**src/rtl/bitwise_seq_pkg.sv**
```systemverilog
// Shared definitions for the bitwise command sequencer: opcodes, FSM states,
// pad bit positions and the MIX helper used by the datapath.
package bitwise_seq_pkg;

  localparam logic [2:0] OP_LOAD = 3'd0;
  localparam logic [2:0] OP_OR   = 3'd1;
  localparam logic [2:0] OP_AND  = 3'd2;
  localparam logic [2:0] OP_XOR  = 3'd3;
  localparam logic [2:0] OP_MIX  = 3'd4;
  localparam logic [2:0] OP_NOT  = 3'd5;
  localparam logic [2:0] OP_CLR  = 3'd6;
  localparam logic [2:0] OP_RSVD = 3'd7;

  typedef enum logic [0:0] {
    ST_IDLE = 1'b0,
    ST_EXEC = 1'b1
  } state_t;

  // uio_in fields
  localparam int UIO_VALID = 7;
  localparam int UIO_OP_HI = 6;
  localparam int UIO_OP_LO = 4;

  // uio_out fields
  localparam int UIO_READY = 0;
  localparam int UIO_BUSY  = 1;
  localparam int UIO_DONE  = 2;
  localparam int UIO_ERR   = 3;

  localparam logic [7:0] UIO_OE_MASK = 8'h0F;

  // MIX: OR on the low seven bits, XOR on the top bit
  function automatic logic [7:0] mix_bits(input logic [7:0] a, input logic [7:0] b);
    return {a[7] ^ b[7], a[6:0] | b[6:0]};
  endfunction

endpackage

```
**src/rtl/bitwise_seq_if.sv**
```systemverilog
// Pad bundle of the tile: command inputs and status/accumulator outputs.
interface bitwise_seq_if;

  logic [7:0] ui_in;
  logic [7:0] uio_in;
  logic [7:0] uo_out;
  logic [7:0] uio_out;
  logic [7:0] uio_oe;

  modport master (
    output ui_in,
    output uio_in,
    input  uo_out,
    input  uio_out,
    input  uio_oe
  );

  modport slave (
    input  ui_in,
    input  uio_in,
    output uo_out,
    output uio_out,
    output uio_oe
  );

endinterface

```
**src/rtl/bitwise_alu.sv**
```systemverilog
// Shared 8-bit bitwise datapath: applies one opcode to the accumulator and
// flags the reserved opcode as illegal.
module bitwise_alu
  import bitwise_seq_pkg::*;
(
  input  logic [2:0] op,
  input  logic [7:0] acc,
  input  logic [7:0] d,
  output logic [7:0] res,
  output logic       illegal
);

  // Opcode decode; unknown/reserved codes leave the accumulator untouched
  always_comb begin
    res     = acc;
    illegal = 1'b0;
    case (op)
      OP_LOAD: res = d;
      OP_OR:   res = acc | d;
      OP_AND:  res = acc & d;
      OP_XOR:  res = acc ^ d;
      OP_MIX:  res = mix_bits(acc, d);
      OP_NOT:  res = ~acc;
      OP_CLR:  res = 8'h00;
      OP_RSVD: begin
        res     = acc;
        illegal = 1'b1;
      end
      default: begin
        res     = acc;
        illegal = 1'b1;
      end
    endcase
  end

endmodule

```
**src/rtl/tt_um_bitwise_sequencer.sv**
```systemverilog
// Command-queued sequencer: commands land in a small FIFO and are applied in
// order to an 8-bit accumulator, each one holding the datapath EXEC_CYCLES cycles.
module tt_um_bitwise_sequencer
  import bitwise_seq_pkg::*;
#(
  parameter int DEPTH       = 4,
  parameter int EXEC_CYCLES = 4
) (
  input  logic          clk,
  input  logic          rst_n,
  input  logic          ena,
  bitwise_seq_if.slave  pads
);

  localparam int PTR_W = (DEPTH > 1) ? $clog2(DEPTH) : 1;
  localparam int CNT_W = PTR_W + 1;
  localparam int TMR_W = (EXEC_CYCLES > 1) ? $clog2(EXEC_CYCLES) : 1;
  localparam logic [CNT_W-1:0] FULL_CNT = CNT_W'(DEPTH);
  localparam logic [TMR_W-1:0] RELOAD   = TMR_W'(EXEC_CYCLES - 1);

  logic [10:0]      mem [DEPTH];
  logic [PTR_W-1:0] wr_ptr;
  logic [PTR_W-1:0] rd_ptr;
  logic [CNT_W-1:0] count;
  state_t           state;
  logic [TMR_W-1:0] cnt;
  logic [7:0]       acc;
  logic             err;
  logic             done;

  logic             cmd_valid_s;
  logic             ready_s;
  logic             busy_s;
  logic             push_s;
  logic             commit_s;
  logic [10:0]      head_s;
  logic [7:0]       alu_res_s;
  logic             alu_illegal_s;
  logic [7:0]       uio_out_s;
  logic             unused_bits;

  // Handshake and commit qualifiers, all derived from registered state
  always_comb begin
    cmd_valid_s = pads.uio_in[UIO_VALID];
    ready_s     = (count != FULL_CNT);
    busy_s      = (state == ST_EXEC) | (count != {CNT_W{1'b0}});
    push_s      = ena & cmd_valid_s & ready_s;
    commit_s    = ena & (state == ST_EXEC) & (cnt == {TMR_W{1'b0}});
    head_s      = mem[rd_ptr];
  end

  assign unused_bits = &{1'b0, pads.uio_in[3:0]};

  bitwise_alu u_alu (
    .op      (head_s[10:8]),
    .acc     (acc),
    .d       (head_s[7:0]),
    .res     (alu_res_s),
    .illegal (alu_illegal_s)
  );

  // Command FIFO: storage, pointers and occupancy; a same-edge pop does not
  // make room for that edge's push because ready looks at the old count
  always_ff @(posedge clk or negedge rst_n) begin
    if (!rst_n) begin
      for (int i = 0; i < DEPTH; i++) begin
        mem[i] <= 11'h000;
      end
      wr_ptr <= {PTR_W{1'b0}};
      rd_ptr <= {PTR_W{1'b0}};
      count  <= {CNT_W{1'b0}};
    end else if (ena) begin
      if (push_s) begin
        mem[wr_ptr] <= {pads.uio_in[UIO_OP_HI:UIO_OP_LO], pads.ui_in};
        wr_ptr      <= wr_ptr + {{(PTR_W-1){1'b0}}, 1'b1};
      end
      if (commit_s) begin
        rd_ptr <= rd_ptr + {{(PTR_W-1){1'b0}}, 1'b1};
      end
      count <= count + {{PTR_W{1'b0}}, push_s} - {{PTR_W{1'b0}}, commit_s};
    end
  end

  // Sequencer FSM with execution timer, accumulator, sticky error and done pulse
  always_ff @(posedge clk or negedge rst_n) begin
    if (!rst_n) begin
      state <= ST_IDLE;
      cnt   <= {TMR_W{1'b0}};
      acc   <= 8'h00;
      err   <= 1'b0;
      done  <= 1'b0;
    end else if (ena) begin
      done <= 1'b0;
      case (state)
        ST_IDLE: begin
          if (count != {CNT_W{1'b0}}) begin
            state <= ST_EXEC;
            cnt   <= RELOAD;
          end
        end
        ST_EXEC: begin
          if (cnt != {TMR_W{1'b0}}) begin
            cnt <= cnt - {{(TMR_W-1){1'b0}}, 1'b1};
          end else begin
            acc <= alu_res_s;
            if (head_s[10:8] == OP_CLR) begin
              err <= 1'b0;
            end else if (alu_illegal_s) begin
              err <= 1'b1;
            end
            // Decide on what is left after this pop; a push landing now
            // restarts from IDLE instead of chaining
            if (count > {{(CNT_W-1){1'b0}}, 1'b1}) begin
              cnt <= RELOAD;
            end else begin
              state <= ST_IDLE;
              done  <= ~push_s;
            end
          end
        end
        default: begin
          state <= ST_IDLE;
          cnt   <= {TMR_W{1'b0}};
        end
      endcase
    end
  end

  // Status byte assembly
  always_comb begin
    uio_out_s            = 8'h00;
    uio_out_s[UIO_READY] = ready_s;
    uio_out_s[UIO_BUSY]  = busy_s;
    uio_out_s[UIO_DONE]  = done;
    uio_out_s[UIO_ERR]   = err;
  end

  assign pads.uo_out  = acc;
  assign pads.uio_out = uio_out_s;
  assign pads.uio_oe  = UIO_OE_MASK;

endmodule

```
**src/flat_wrapper.sv**
```systemverilog
// flat-port wrapper written by rule: the top's interface ports become plain ports
module tt_um_bitwise_sequencer_flat import bitwise_seq_pkg::*;
#(
  parameter int DEPTH       = 4,
  parameter int EXEC_CYCLES = 4
)
  (clk, rst_n, ena, pads_ui_in, pads_uio_in, pads_uo_out, pads_uio_out, pads_uio_oe);
  bitwise_seq_if pads_i ();
  input  logic clk;
  input  logic rst_n;
  input  logic ena;
  input wire logic [$bits(pads_i.ui_in)-1:0] pads_ui_in;
  input wire logic [$bits(pads_i.uio_in)-1:0] pads_uio_in;
  output wire logic [$bits(pads_i.uo_out)-1:0] pads_uo_out;
  output wire logic [$bits(pads_i.uio_out)-1:0] pads_uio_out;
  output wire logic [$bits(pads_i.uio_oe)-1:0] pads_uio_oe;
  assign pads_i.ui_in = pads_ui_in;
  assign pads_i.uio_in = pads_uio_in;
  assign pads_uo_out = pads_i.uo_out;
  assign pads_uio_out = pads_i.uio_out;
  assign pads_uio_oe = pads_i.uio_oe;
  tt_um_bitwise_sequencer #(.DEPTH(DEPTH), .EXEC_CYCLES(EXEC_CYCLES)) u_core (.clk(clk), .rst_n(rst_n), .ena(ena), .pads(pads_i));
endmodule
```
**config.mk**
```make
export PLATFORM = sky130hd
export DESIGN_NAME = tt_um_bitwise_sequencer_flat
export DESIGN_NICKNAME = d
export VERILOG_FILES = /design/src/rtl/bitwise_seq_pkg.sv /design/src/rtl/bitwise_seq_if.sv /design/src/rtl/bitwise_alu.sv /design/src/rtl/tt_um_bitwise_sequencer.sv /design/src/flat_wrapper.sv
export SDC_FILE = /design/constraint.sdc
export NUM_CORES = 1
export LEC_CHECK = 0
export ABC_AREA = 0
export BUFFER_PORTS_ARGS = -buffer_cell sky130_fd_sc_hd__buf_4
export CORE_ASPECT_RATIO = 1.1
export CORE_MARGIN = 5
export CORE_UTILIZATION = 40
export DETAILED_ROUTE_END_ITERATION = 12
export PLACE_DENSITY = 0.56
export REMOVE_ABC_BUFFERS = 1
export SLEW_MARGIN = 20
export SYNTH_ARGS = -nofsm -noshare
export SYNTH_HDL_FRONTEND = slang
export SYNTH_HIERARCHICAL = 1
export SYNTH_SLANG_ARGS = --single-unit
export TNS_END_PERCENT = 100
```
**constraint.sdc**
```tcl
create_clock -name clk -period 2.6 [get_ports clk]
set_input_delay 0.13 -clock clk [delete_from_list [all_inputs] [get_ports clk]]
set_output_delay 0.13 -clock clk [all_outputs]
set_load 0.005 [all_outputs]
```
---- Yosys cells after proc, flatten, opt, wreduce, memory -nomap -nowiden ----
Cells that the tools add are included.
word-level totals
  input port bits ......................... 19
  bits in registers ....................... 64
cells by class
  add/sub/neg operators ................... 5
  bitwise logic cells ..................... 17
  reduce and logical (&&, ||, !) cells .... 11
  $lt $le $gt $ge ......................... 4
  muxes and demuxes ....................... 21
  equal/unequal tests ..................... 10
operators with widths
  kind                                                      number
  case mux 8 bit (7 select lines)                           1
  bitwise mux 44 bit                                        1
  2-to-1 mux 11 bit                                         3
  binary-select mux 11 bit (select 2 bit)                   1
  demux 11 bit (select 2 bit)                               1
  equality test 3 bit, second input constant                4
  2-to-1 mux 1 bit                                          9
  AND 8 bit                                                 1
  NOT 8 bit                                                 1
  OR 8 bit                                                  1
  AND reduction 4 bit                                       2
  XOR 8 bit                                                 1
  OR 7 bit                                                  1
  equality test 3 x 2 -> 1 bit, second input constant       2
  greater-or-equal comparator 3 bit, second input constant  2
  2-to-1 mux 2 bit                                          3
  inequality test 3 bit, second input constant              2
  NOT 2 -> 3 bit                                            2
  adder 2 x 1 -> 2 bit, second input constant               2
  AND 1 bit                                                 4
  NOT 1 bit                                                 4
  case mux 2 bit (2 select lines)                           1
  AND reduction 2 bit                                       2
  nonzero test 2 bit                                        2
  15 further kinds                                          15

---- Logic depth before layout (Yosys ltp) ----
  depth after elaboration ................. 8
  mapped depth ............................ 12

---- Hierarchy ----
The synthesis kept the hierarchy.
by module, submodules not included
  module                   area each (µm²)  cells an instance  times used
  tt_um_bitwise_sequencer  3093.0           228                1
  bitwise_alu              799.5            110                1

---- Least setup slack after synthesis ----
OpenSTA, ideal clock, no wires.
  path type ............................... reg2reg
  start ................................... register u_core.count[1]
  end ..................................... register u_core.count[2]
  arrival time ............................ 2.183 ns
  library setup time ...................... 0.126 ns
  path buffers ............................ 1
  setup slack ............................. 0.291 ns
  cell stages (with the launch flop) ...... 12
  cells stage by stage .................... dfrtp_1 > or3b_1 > buf_6 > and3_4 > inv_1 > ha_1 > inv_1 > ha_1 > inv_1 > fa_1 > xnor2_1 > a21oi_1
between the ends
  cells in the longest elaborated chain, start to end .. 4
RTL lines
  item                       line                           RTL
  from (decl)                tt_um_bitwise_sequencer.sv:24  logic [CNT_W-1:0] count;
  from (signal assigned)     tt_um_bitwise_sequencer.sv:71  count <= {CNT_W{1'b0}};
  from (signal assigned)     tt_um_bitwise_sequencer.sv:80  count <= count + {{PTR_W{1'b0}}, push_s} - {{PTR_W{1'b0}}, commit_s};
  inequality test 3 bit      tt_um_bitwise_sequencer.sv:45  ready_s = (count != FULL_CNT);
  named net u_core.ready_s   tt_um_bitwise_sequencer.sv:32  logic ready_s;
  AND 1 bit                  tt_um_bitwise_sequencer.sv:47  push_s = ena & cmd_valid_s & ready_s;
  adder 3 x 1 -> 3 bit       tt_um_bitwise_sequencer.sv:80
  subtractor 3 x 1 -> 3 bit  tt_um_bitwise_sequencer.sv:80
The timed path passes the listed nets, and every way through them passes these cells.
A chain may end at the register's enable or synchronous reset.

---- Worst setup path after layout ----
  start ................................... register u_core.count[1]
  end ..................................... register u_core.count[2]
between the ends
  cells in the longest elaborated chain, start to end .. 4
RTL lines
  item                           line
  inequality test 3 bit          tt_um_bitwise_sequencer.sv:45
  AND 1 bit                      tt_um_bitwise_sequencer.sv:47
  adder 3 x 1 -> 3 bit (*)       tt_um_bitwise_sequencer.sv:80
  subtractor 3 x 1 -> 3 bit (*)  tt_um_bitwise_sequencer.sv:80
Every way passes the cells marked *; elsewhere a longest branch is shown, timed or not.

==> summary.txt <==
Worst setup path
  – Worst-path cell with the longest stage delay: sky130_fd_sc_hd__dfrtp_1
  – Data arrival time of the critical path: 2540 ps
  – Data required time at the worst endpoint: 2830 ps
  – Cell breakdown of the critical path: or3b_1 > and3_4 > inv_1 > ha_1 > inv_1 > ha_1 > inv_1 > fa_1 > xnor2_1 > a21oi_1
  – Register-to-Register Path Depth: 10
  – CP Launch Type: flop
  – Most frequent cell on the critical path: sky130_fd_sc_hd__inv_1
  – Highest cell delay on the worst timing path: 430 ps
  – Element type at the critical path end: flop
  – Critical path type: flop to flop
  – Peak fanout along the critical path: 5

Synthesis
  – Most frequent cell after synthesis: sky130_fd_sc_hd__dfrtp_1
  – Flops & latches, synth: 64
  – Synth cell types: 49
  – Post-synthesis area per instance: approximately 12 um2
  – Sequential-to-total area share from yosys stat: 41.1%
  – Top cells by area, synth: sky130_fd_sc_hd__dfrtp_1 41%, sky130_fd_sc_hd__mux2_2 12%, sky130_fd_sc_hd__ha_1 7.7%
  – Number of instances in the synthesized netlist: ~340
  – Primary flip-flop cell chosen by synthesis mapping: sky130_fd_sc_hd__dfrtp_1
  – Yosys warns: 6
  – Cell types with the highest counts after synthesis: 64 x sky130_fd_sc_hd__dfrtp_1, 43 x sky130_fd_sc_hd__mux2_2, 31 x sky130_fd_sc_hd__inv_1, 31 x sky130_fd_sc_hd__nand2_1, 24 x sky130_fd_sc_hd__ha_1
  – Number of flops mapped to enable cells by yosys: 0
  – Share of flip-flops with an asynchronous set or reset after synthesis: 100%
  – Largest area contributor in the synthesized netlist: sky130_fd_sc_hd__dfrtp_1
  – Portion of synthesized cell area occupied by the leading cell type: 41.1%
  – Mapped cell area: 3890 um2

Clocking
  – Master cell of the clock root buffer: sky130_fd_sc_hd__clkbuf_8
  – Clock slew at the register clock pins of the worst setup and hold paths: about 80 ps
  – Clock latency on the worst-skew pair: 340 ps
  – Hold bufs inserted after CTS: 1
  – Maximum buffer depth of the clock tree: 2
  – CTS H-tree lvls: 3
  – Setup fix buffers added after clock tree synthesis: 0
  – Clock tree from TritonCTS: built
  – PostCTS Resize Cnt: 0
  – TritonCTS sink count: 64
  – Num CTS Buffers: 9

Floorplanning
  – Floorplan die area: between 10,000 and 15,000 um2
  – I/O pin count: 43
  – Die outline width: around 100 um
  – Initial Utilization: about two fifths
  – Num rows: 37
  – Core ar.: 9440 um2
  – Die height: roughly 110 um

STA
  – Setup repair after global routing missed its margin: no
  – Setup-failing EPs final: 0
  – Setup TNS: 0 ps
  – Final period util: about 89%
  – Worst-case clock skew: 9.35 ps
  – Number of max-slew violations in the final report: 0
  – Post-route worst hold slack: 28.2 ps
  – Minimum clock period: ~2300 ps
  – Final Hold Violating Endpoints: 0
  – Worst slew pin tran: a little over 800 ps
  – Highest achievable clock rate: 433 MHz
  – Worst slew margin: 44.9%

GRT
  – Number of antenna violations at the first check in global routing: 0
  – Maximum number of pins on one net before global-route repair: 65
  – Global-route wire length before repair: between 10,000 and 15,000 um
  – Global Route Usage Sum: 13.5%
  – Overflow left after global routing: 0
  – Via count of the first global-routing pass: about 2,600

Power and ir drop
  – Power Dens Cells: 1420 nW/um2
  – Overall Power: roughly 6.1 mW
  – Leakage component of the power: 2.01 nW
  – Worst voltage drop across the vdd grid: 0.000653 V

Worst hold path
  – Number of cells on the worst hold path: 2
  – Kind of path behind the tightest hold check: primary input to flop

Run status
  – Outcome: completed

Route
  – Vias per inst: 5.12
  – DRC violations left: 0
  – Routed length per instance: 15.6 um
  – Drt initial violations: 69
  – Via count of the routed design: 2,472
  – Number of iterations in the first detailed-routing pass: 4
  – Post-route ant nets: 0
  – Total wire length after detailed routing: roughly 7500 um

Finish
  – Utilization of the core after routing: roughly 46%
  – Post-route standard cell area excluding fillers: ~4300 um2
  – P&R area growth vs syn: 10.5%
  – Count of inserted antenna diode cells: 0
  – Ratio of cells with drive above 1 in the final layout: 33.1%
  – Nets: 405

Job
  – Max-capacitance violation count: 0

Placed design
  – Area post-placement: slightly above 4000 um2
  – Number of buffers inserted by port buffering: 26
  – DP HPWL: 5110 um
  – Gpl congestion: slightly below 0.8
-- cells by family after synthesis --
family / Yosys count / share of synthesized area (%)
multiplexers: 63 / 21.4
AO/OA/AOI/OAI: 38 / 7.10
buffers and inverters: 64 / 9.68
adder cells (fa/ha/maj): 29 / 9.35
flip-flops: 64 / 41.1
XOR/XNOR: 9 / 2.02
AND/OR/NAND/NOR: 69 / 9.10
other: 2 / 0.193
-- worst max-delay path: cells and delay by family, from the launching register on --
kind	cells	cell delay, ps
adders and majority gates	3	720
AOI/OAI and AO/OA	1	80
buffers and inverters	3	180
xor gates and xnor gates	1	160
DFF	1	430
and+or+nand+nor	2	620
-- layer usage --
layer,share of wire [%],vias up,GRT usage [%]
li1,-,1194,-
met1,46,1235,17.1
met2,50,35,23.0
met3,3.1,8,3.17
met4,1.1,0,4.15
met5,0,-,0
-- area by class of cell --
class | count | area [um2]
Fill cell | 907 | 5140
Clock buffer | 10 | 128
Sequential cell | 64 | 1600
Clock inverter | 6 | 70.1
Inverter | 32 | 120
Multi-Input combinational cell | 220 | 1950
Tap cell | 117 | 146
Timing Repair Buffer | 34 | 283
-- cell usage in the layout (no fill, tap or decap), types with 5 or more instances in the layout --
cell type and count:
sky130_fd_sc_hd__inv_1 31, sky130_fd_sc_hd__clkbuf_8 9, sky130_fd_sc_hd__nand2_1 31, sky130_fd_sc_hd__buf_4 31, sky130_fd_sc_hd__xor2_1 5, sky130_fd_sc_hd__a21oi_1 8
sky130_fd_sc_hd__o21ai_1 5, sky130_fd_sc_hd__conb_1 12, sky130_fd_sc_hd__mux2_2 43, sky130_fd_sc_hd__dfrtp_1 64, sky130_fd_sc_hd__mux4_2 11, sky130_fd_sc_hd__mux2_1 5
sky130_fd_sc_hd__nor2_1 15, sky130_fd_sc_hd__ha_1 24
-- final timing paths --
path                                 start                     to  slack [ps]
setup / recovery           u_core/count[1]        u_core/count[2]         290
hold / removal               pads_ui_in[2]         u_core/mem[13]          30
setup reg to reg           u_core/count[1]        u_core/count[2]         290
hold reg to reg              u_core/mem[0]          u_core/mem[0]         490
max in group asynchronous            rst_n  u_core/pads.uo_out[0]        1630
min in group asynchronous            rst_n        u_core/count[2]         430
-- flip-flops by register name, indices dropped and copies added, names as in the netlist --
register            flops
u_core/done             1
u_core/count            3
u_core/wr_ptr           2
u_core/cnt              2
u_core/rd_ptr           2
u_core/pads.uo_out      8
u_core/state            1
u_core/mem             44
u_core/err              1
-- through the flow --
| stage | instances | worst slack [ps] |
|---|---|---|
| 3_5_place_dp | 466 | 289 |
| 5_1_grt | 483 | 115 |
| 4_1_cts | 483 | 270 |
| 3_3_place_gp | 466 | 293 |
| 2_1_floorplan | 316 | 208 |
| 6_report | 483 | 289 |
-- power by group --
group          internal (mW)  switching, mW  leakage, nW  total, mW
registers               1.47          0.308        0.776       1.78
logic                   1.77           1.71         1.13       3.48
clock network          0.448          0.414        0.100      0.862
No activity file was read; power rests on OpenSTA's default activity.
